[src/rtl/synapse_current.sv]
// synapse_current: four-synapse current accumulator with periodic leak.
//
// Ports:
//   clk, rst_n       clock; asynchronous active-low reset
//   w_we/w_addr/w_data  write one of four signed 8-bit weights
//   spk_valid/spk_idx   incoming spike event and its synapse index
//   spk_ready        high on ACCUM cycles, low on the DECAY cycle and in reset
//   sat_clr          clears the sticky saturation flag
//   I_syn            signed 8-bit synaptic current
//   sat              sticky: an accumulate result was clamped
//
// A free-running counter marks every DECAY_PERIOD-th cycle as the DECAY
// cycle, where the current leaks by I_syn >>> DECAY_SHIFT. Every other cycle
// may accept one spike, which adds the selected weight with saturation.
module synapse_current #(
  parameter int unsigned DECAY_PERIOD = 16,
  parameter int unsigned DECAY_SHIFT  = 2
) (
  input  logic       clk,
  input  logic       rst_n,
  input  logic       w_we,
  input  logic [1:0] w_addr,
  input  logic [7:0] w_data,
  input  logic       spk_valid,
  input  logic [1:0] spk_idx,
  output logic       spk_ready,
  input  logic       sat_clr,
  output logic [7:0] I_syn,
  output logic       sat
);

  localparam logic [7:0] LastCnt = 8'(DECAY_PERIOD - 1);

  logic        [7:0] cnt_q, cnt_d;
  logic signed [7:0] weight_q [4];
  logic signed [7:0] isyn_q, isyn_d;
  logic              sat_q, sat_d;

  logic              is_decay;
  logic              accept;
  logic signed [7:0] w_sel;
  logic signed [8:0] sum;
  logic signed [7:0] decay_val;
  logic              clamped;

  assign is_decay  = (cnt_q == LastCnt);
  // Gate with rst_n so ready drops immediately while reset is held.
  assign spk_ready = rst_n & ~is_decay;
  assign accept    = spk_valid & spk_ready;
  assign cnt_d     = is_decay ? 8'd0 : cnt_q + 8'd1;

  // Old weight is read here; a same-cycle write only lands at the edge.
  assign w_sel     = weight_q[spk_idx];
  assign sum       = {isyn_q[7], isyn_q} + {w_sel[7], w_sel};
  // x - (x >>> s) can never leave the 8-bit range, so no clamp.
  assign decay_val = isyn_q - (isyn_q >>> DECAY_SHIFT);

  always_comb begin
    isyn_d  = isyn_q;
    clamped = 1'b0;
    if (is_decay) begin
      isyn_d = decay_val;
    end else if (accept) begin
      if (sum > 9'sd127) begin
        isyn_d  = 8'sd127;
        clamped = 1'b1;
      end else if (sum < -9'sd128) begin
        isyn_d  = -8'sd128;
        clamped = 1'b1;
      end else begin
        isyn_d = sum[7:0];
      end
    end
  end

  // A clamp wins over a simultaneous clear.
  assign sat_d = (sat_q & ~sat_clr) | clamped;

  always_ff @(posedge clk or negedge rst_n) begin
    if (!rst_n) begin
      cnt_q  <= 8'd0;
      isyn_q <= 8'sd0;
      sat_q  <= 1'b0;
    end else begin
      cnt_q  <= cnt_d;
      isyn_q <= isyn_d;
      sat_q  <= sat_d;
    end
  end

  always_ff @(posedge clk or negedge rst_n) begin
    if (!rst_n) begin
      for (int i = 0; i < 4; i++) weight_q[i] <= 8'sd0;
    end else if (w_we) begin
      weight_q[w_addr] <= w_data;
    end
  end

  assign I_syn = isyn_q;
  assign sat   = sat_q;

endmodule

[config.mk]
export PLATFORM = sky130hd
export DESIGN_NAME = synapse_current
export DESIGN_NICKNAME = d
export VERILOG_FILES = /design/src/rtl/synapse_current.sv
export SDC_FILE = /design/constraint.sdc
export NUM_CORES = 1
export LEC_CHECK = 0
export ABC_AREA = 1
export ABC_CLOCK_PERIOD_IN_PS = 3600
export BUFFER_PORTS_ARGS = -buffer_cell sky130_fd_sc_hd__buf_2
export CORE_MARGIN = 8
export CORE_UTILIZATION = 35
export CTS_CLUSTER_SIZE = 14
export DETAILED_ROUTE_END_ITERATION = 8
export SYNTH_ARGS = -nofsm -noshare
export SYNTH_HDL_FRONTEND = slang
export SYNTH_SLANG_ARGS = --single-unit
[constraint.sdc]
create_clock -name clk -period 3.6 [get_ports clk]
set_input_delay 0.18 -clock clk [delete_from_list [all_inputs] [get_ports clk]]
set_output_delay 0.18 -clock clk [all_outputs]
set_load 0.005 [all_outputs]
* Word level (Yosys, flattened, before mapping)
Cells that the tools add are included.
W data, S select, Z words.
** Storage, ports and cells
- Output and inout port bits :: 10
- Input port bits :: 17
- Register bits :: 49
** Operators by class
- Bitwise gates (word level) :: 8
- Reduce and logical (&&, ||, !) cells :: 2
- $add $sub $neg :: 3
- Order comparisons :: 5
- Multiplexer cells :: 15
- Equality and inequality tests :: 1
** Operators with widths (count)
- $mux W8 :: 8
- $bwmux W32 :: 1
- $bmux W8 S2 :: 1
- $demux W8 S2 :: 1
- $add A8 B8 Y9 :: 1
- $gt A9 B8 Y1 const B :: 1
- $lt A9 B8 Y1 const B :: 1
- $add A8 B1 Y8 const B :: 1
- $eq A8 B4 Y1 const B :: 1
- $sub A8 B6 Y8 :: 1
- $ge A3 B3 Y1 const B :: 2
- $not A2 Y3 :: 2
- $mux W1 :: 4
- $and A1 B1 Y1 :: 3
- $lt A3 B1 Y1 const B :: 1
- $not A1 Y1 :: 2
- $reduce_bool A2 Y1 :: 1
- $logic_and A1 B1 Y1 :: 1
- $or A1 B1 Y1 :: 1

* Longest topological paths before layout
- Depth after elaboration :: 11
- Gate-level depth with buffers :: 17
- Depth with buffers taken out :: 16

* Worst setup path after synthesis
OpenSTA, ideal clock, no wires.
- Path type :: input to register
- Start point :: input port spk_idx[0]
- End point :: register isyn_q[6] (netlist: I_syn[6])
- Arrival time :: 1.952 ns
- Stages :: 17
- Path slack :: 1.575 ns
- Cell sequence :: inv_1 clkbuf_1 nor2_1 o22ai_1 ha_1 fa_1 nand2_1 nand2_1 nand3_2 nand2_1 nand2_2 nand2_4 nand2_4 nand2_2 nand2_1 nand2_1 a21oi_2
** On the way
- Word-level cells in the longest chain between the ends :: 10
- Elaborated cells on any way between the ends :: 11
- Classes of those cells :: add/sub: 1; order compare: 2; mux: 7; bitwise: 1
** Ends and longest elaborated chain
- start, declared :: line 25 : input logic [1:0] spk_idx,
- $not A2 Y3 (not written as such) (*) :: line 53 : assign w_sel = weight_q[spk_idx];
- $bmux W8 S2 (*) :: line 53
- $mux W8 (not written as such) (*) (2 in a row) :: line 53
- $add A8 B8 Y9 (*) :: line 54 : assign sum = {isyn_q[7], isyn_q} + {w_sel[7], w_sel};
- $lt A9 B8 Y1 :: line 67 : end else if (sum < -9'sd128) begin
- $mux W8 :: line 67
- $mux W8 (*) :: line 64 : if (sum > 9'sd127) begin
- $mux W8 (*) :: line 63 : end else if (accept) begin
- $mux W8 (*) :: line 61 : if (is_decay) begin
- end signal, assigned :: line 86 : isyn_q <= isyn_d;
- end, declared :: line 36 : logic signed [7:0] isyn_q, isyn_d;
Every way passes the cells marked *; elsewhere a longest branch is shown, timed or not. The select of a mux whose other input is x is not followed.
A chain may end at the register's enable or synchronous reset.

* Worst setup path after layout
- Start point :: input port spk_idx[0]
- End point :: register isyn_q[5] (netlist: I_syn[5])
Same word-level chain as after synthesis.

==> results.toml <==
[worst_setup_path]
critPathLaunch = "spk_idx[0]"
crit-reg2reg-launch = "weight_q[8]"
worst_path_most_repeated_cell = "nand2_1"
crit_chain = "buf_2 > inv_1 > o21ai_0 > o22ai_1 > ha_1 > fa_1 > nand2_1 > nand2_1 > nand3_2 > nand2_1 > nand2_2 > nand2_4 > nand2_4 > nand2_1 > nand2_1 > nand3_1 > nand2_1"
critPathRequiredTime_ns = 3.85
crit_type = "primary input to flop"
cpLargestDelayFamily = "simple AND/OR/NAND/NOR gates"
cpPeakStageDelay_ns = 0.38
worstSetupStartpointType = "primary input"
cp_slowest_cell = "fa_1"
arrival_ns = 2.56
endpoint_kind = "flop"
critPathBufInv = 2
path_max_fanout = 17

[sta]
worstMarginPinSlew_ns = 0.634
finClkSkew_ns = 0.00974
fmax_ghz = 0.433
hold_viol_final = 0
period_needed_ns = 2.31
tns_ns = 0
setup_viol = 0
hold_slack_ns = 0.0399
fin_crit_sh_pct = 64.2
rsz0062_at_grt = "false"
drv_slew = 0
slew_headroom_pct = 57.7

[floorplan]
num_io_pins = 27
die-area_um2 = 11600
rows = 33
core-area_um2 = 8180
die_w_um = 108
initial_core_util_pct = 36.0
die_y_um = 108

[power_and_ir_drop]
powerDensity_nw_per_um2 = 778
leakagePower_nw = 1.69
design_power_total_mw = 2.57
max-vdd-ir-drop_mv = 0.246

[clock_network]
insertion_delay_ns = 0.30
clk_pin_slew_ns = 0.09
cts_tree = "done"
cts_sinks = 49
cts_resized = 0
ctsHoldBuffers = 0
cts_root_buffer = "clkbuf_8"
htreeDepth = 2
numCtsBuffers = 5
cts_setup_buffers = 0
clockBufferDepth = 2

[detailed_routing]
ant_nets = 0
viasPerCell = 4.83
drcViolationCount = 0
drt_iter0_drc = 66
drt-total-wl_um = 6600
dr.pass1.iters = 4
vias = 2406
wire_per_inst_um = 13.2

[logic_synthesis]
yosysSeqAreaShare_pct = 41.7
yosys.cell_types.count = 36
synth_top_area_cell = "dfrtp_1"
synth-seq-cells = 49
synth_area_um2 = 2940
yosysWarningCount = 0
syn_nets = 401
synth_cells = 366
synth_area_leaders = "dfrtp_1, nand2_1, o21ai_0"
avgSynthCellArea_um2 = 8.04
synth_top_area_share_pct = 41.7

[finish]
syn2layout_area_growth_pct = 12.3
drive_gt1_share_pct = 15.3
antenna_cells = 0
nFillCells = 843
nets = 427

[grt]
grt_start_max_net_pins = 50
grt_first_pass_wirelength_um = 11500
antenna_found_initial = 0
grtUsageTotal_pct = 12.2
gr-total-overflow = 0
grt_pass1_vias = 2461

[placed_design]
place_congestion = 0.767
dpl.hpwl_um = 4860
numPortBuffers = 26

[run]
maxCapViolations = 0

[hold_path]
hold_path_class = "primary input to async pin"

[outcome]
outcome = "complete, no violations"
## Yosys cell counts
cell type	instances
or2_2	1
a21oi_4	1
a31oi_1	3
xor2_1	6
a21oi_2	2
o21a_1	1
ha_1	16
nand3_1	11
xnor2_1	4
clkbuf_1	6
nor2_4	1
o21ai_1	1
or2_1	1
nor3_4	1
nand2_1	81
inv_2	2
nand4_1	5
nand2_2	3
nor2_2	2
o21ai_0	54
o211ai_1	1
nor3_2	1
o2111ai_1	1
o21ai_2	2
buf_6	1
dfrtp_1	49
nand3_2	4
nand2_4	4
buf_4	1
nor2_1	37
fa_1	2
o22ai_1	10
and2_1	2
or2_4	1
a21oi_1	8
inv_1	40
## flip-flops by register name, indices dropped and copies added, names as in the netlist
| register | cells |
|---|---|
| weight_q | 32 |
| I_syn | 8 |
| cnt_q | 8 |
| sat | 1 |
## cells in the final DEF (no fill, tap or decap), drive strengths merged, types with 6 or more instances in the layout
cell type / instances
nand3: 15
inv: 42
a21oi: 11
xor2: 6
o21ai: 57
ha: 16
dfrtp: 49
nand2: 88
o22ai: 10
nor2: 40
buf: 27
## kinds of logic after synthesis
kind of cell | count (synthesis) | synth area share [%]
AND/OR/NAND/NOR | 155 | 24.4
flip-flops | 49 | 41.7
adder cells (fa/ha/maj) | 18 | 8.17
XOR/XNOR | 10 | 2.98
AO/OA/AOI/OAI | 84 | 16.0
buffers and inverters | 50 | 6.76
## layer usage
metal | track usage (%) | wire (um) | up-vias
met5 | 0 | 0 | -
met4 | 2.68 | 57 | 0
met3 | 2.34 | 287 | 5
met2 | 19.6 | 2990 | 48
met1 | 16.4 | 3260 | 1103
li1 | - | - | 1250
## power by group
part | switching, mW | internal, mW
logic | 0.785 | 0.543
clock network | 0.190 | 0.276
registers | 0.116 | 0.658
## area by class of cell
type	instances	area (um2)	share of cell area, %
clock inverters	3	65.1	1.97
inverters	42	158	4.77
well taps	105	131	3.98
flip-flops and latches	49	1230	37.1
multi-input cells	267	1520	45.9
clock buffers	5	68.8	2.08
repair buffers	27	138	4.17
## per-stage QoR
stage,instances,util (%),worst slack (ns),cell area (um2)
5_1_grt,498,40.4,1.05,3300
6_report,498,40.4,1.29,3300
3_5_place_dp,490,38.8,0.973,3170
3_3_place_gp,490,38.8,1.06,3170
2_1_floorplan,366,-,1.57,2940
4_1_cts,498,40.4,1.30,3300
## worst paths after layout
kind	endpoint	slack (ns)	cells past startpoint
max in group asynchronous	weight_q[22]	3.14	2
min in group clk	sat	0.06	2
max	I_syn[5]	1.29	17
min reg2reg	cnt_q[0]	0.47	1
min	weight_q[13]	0.04	2
max reg2reg	I_syn[5]	1.39	15
Note: power is estimated with default switching activity, not from simulation.
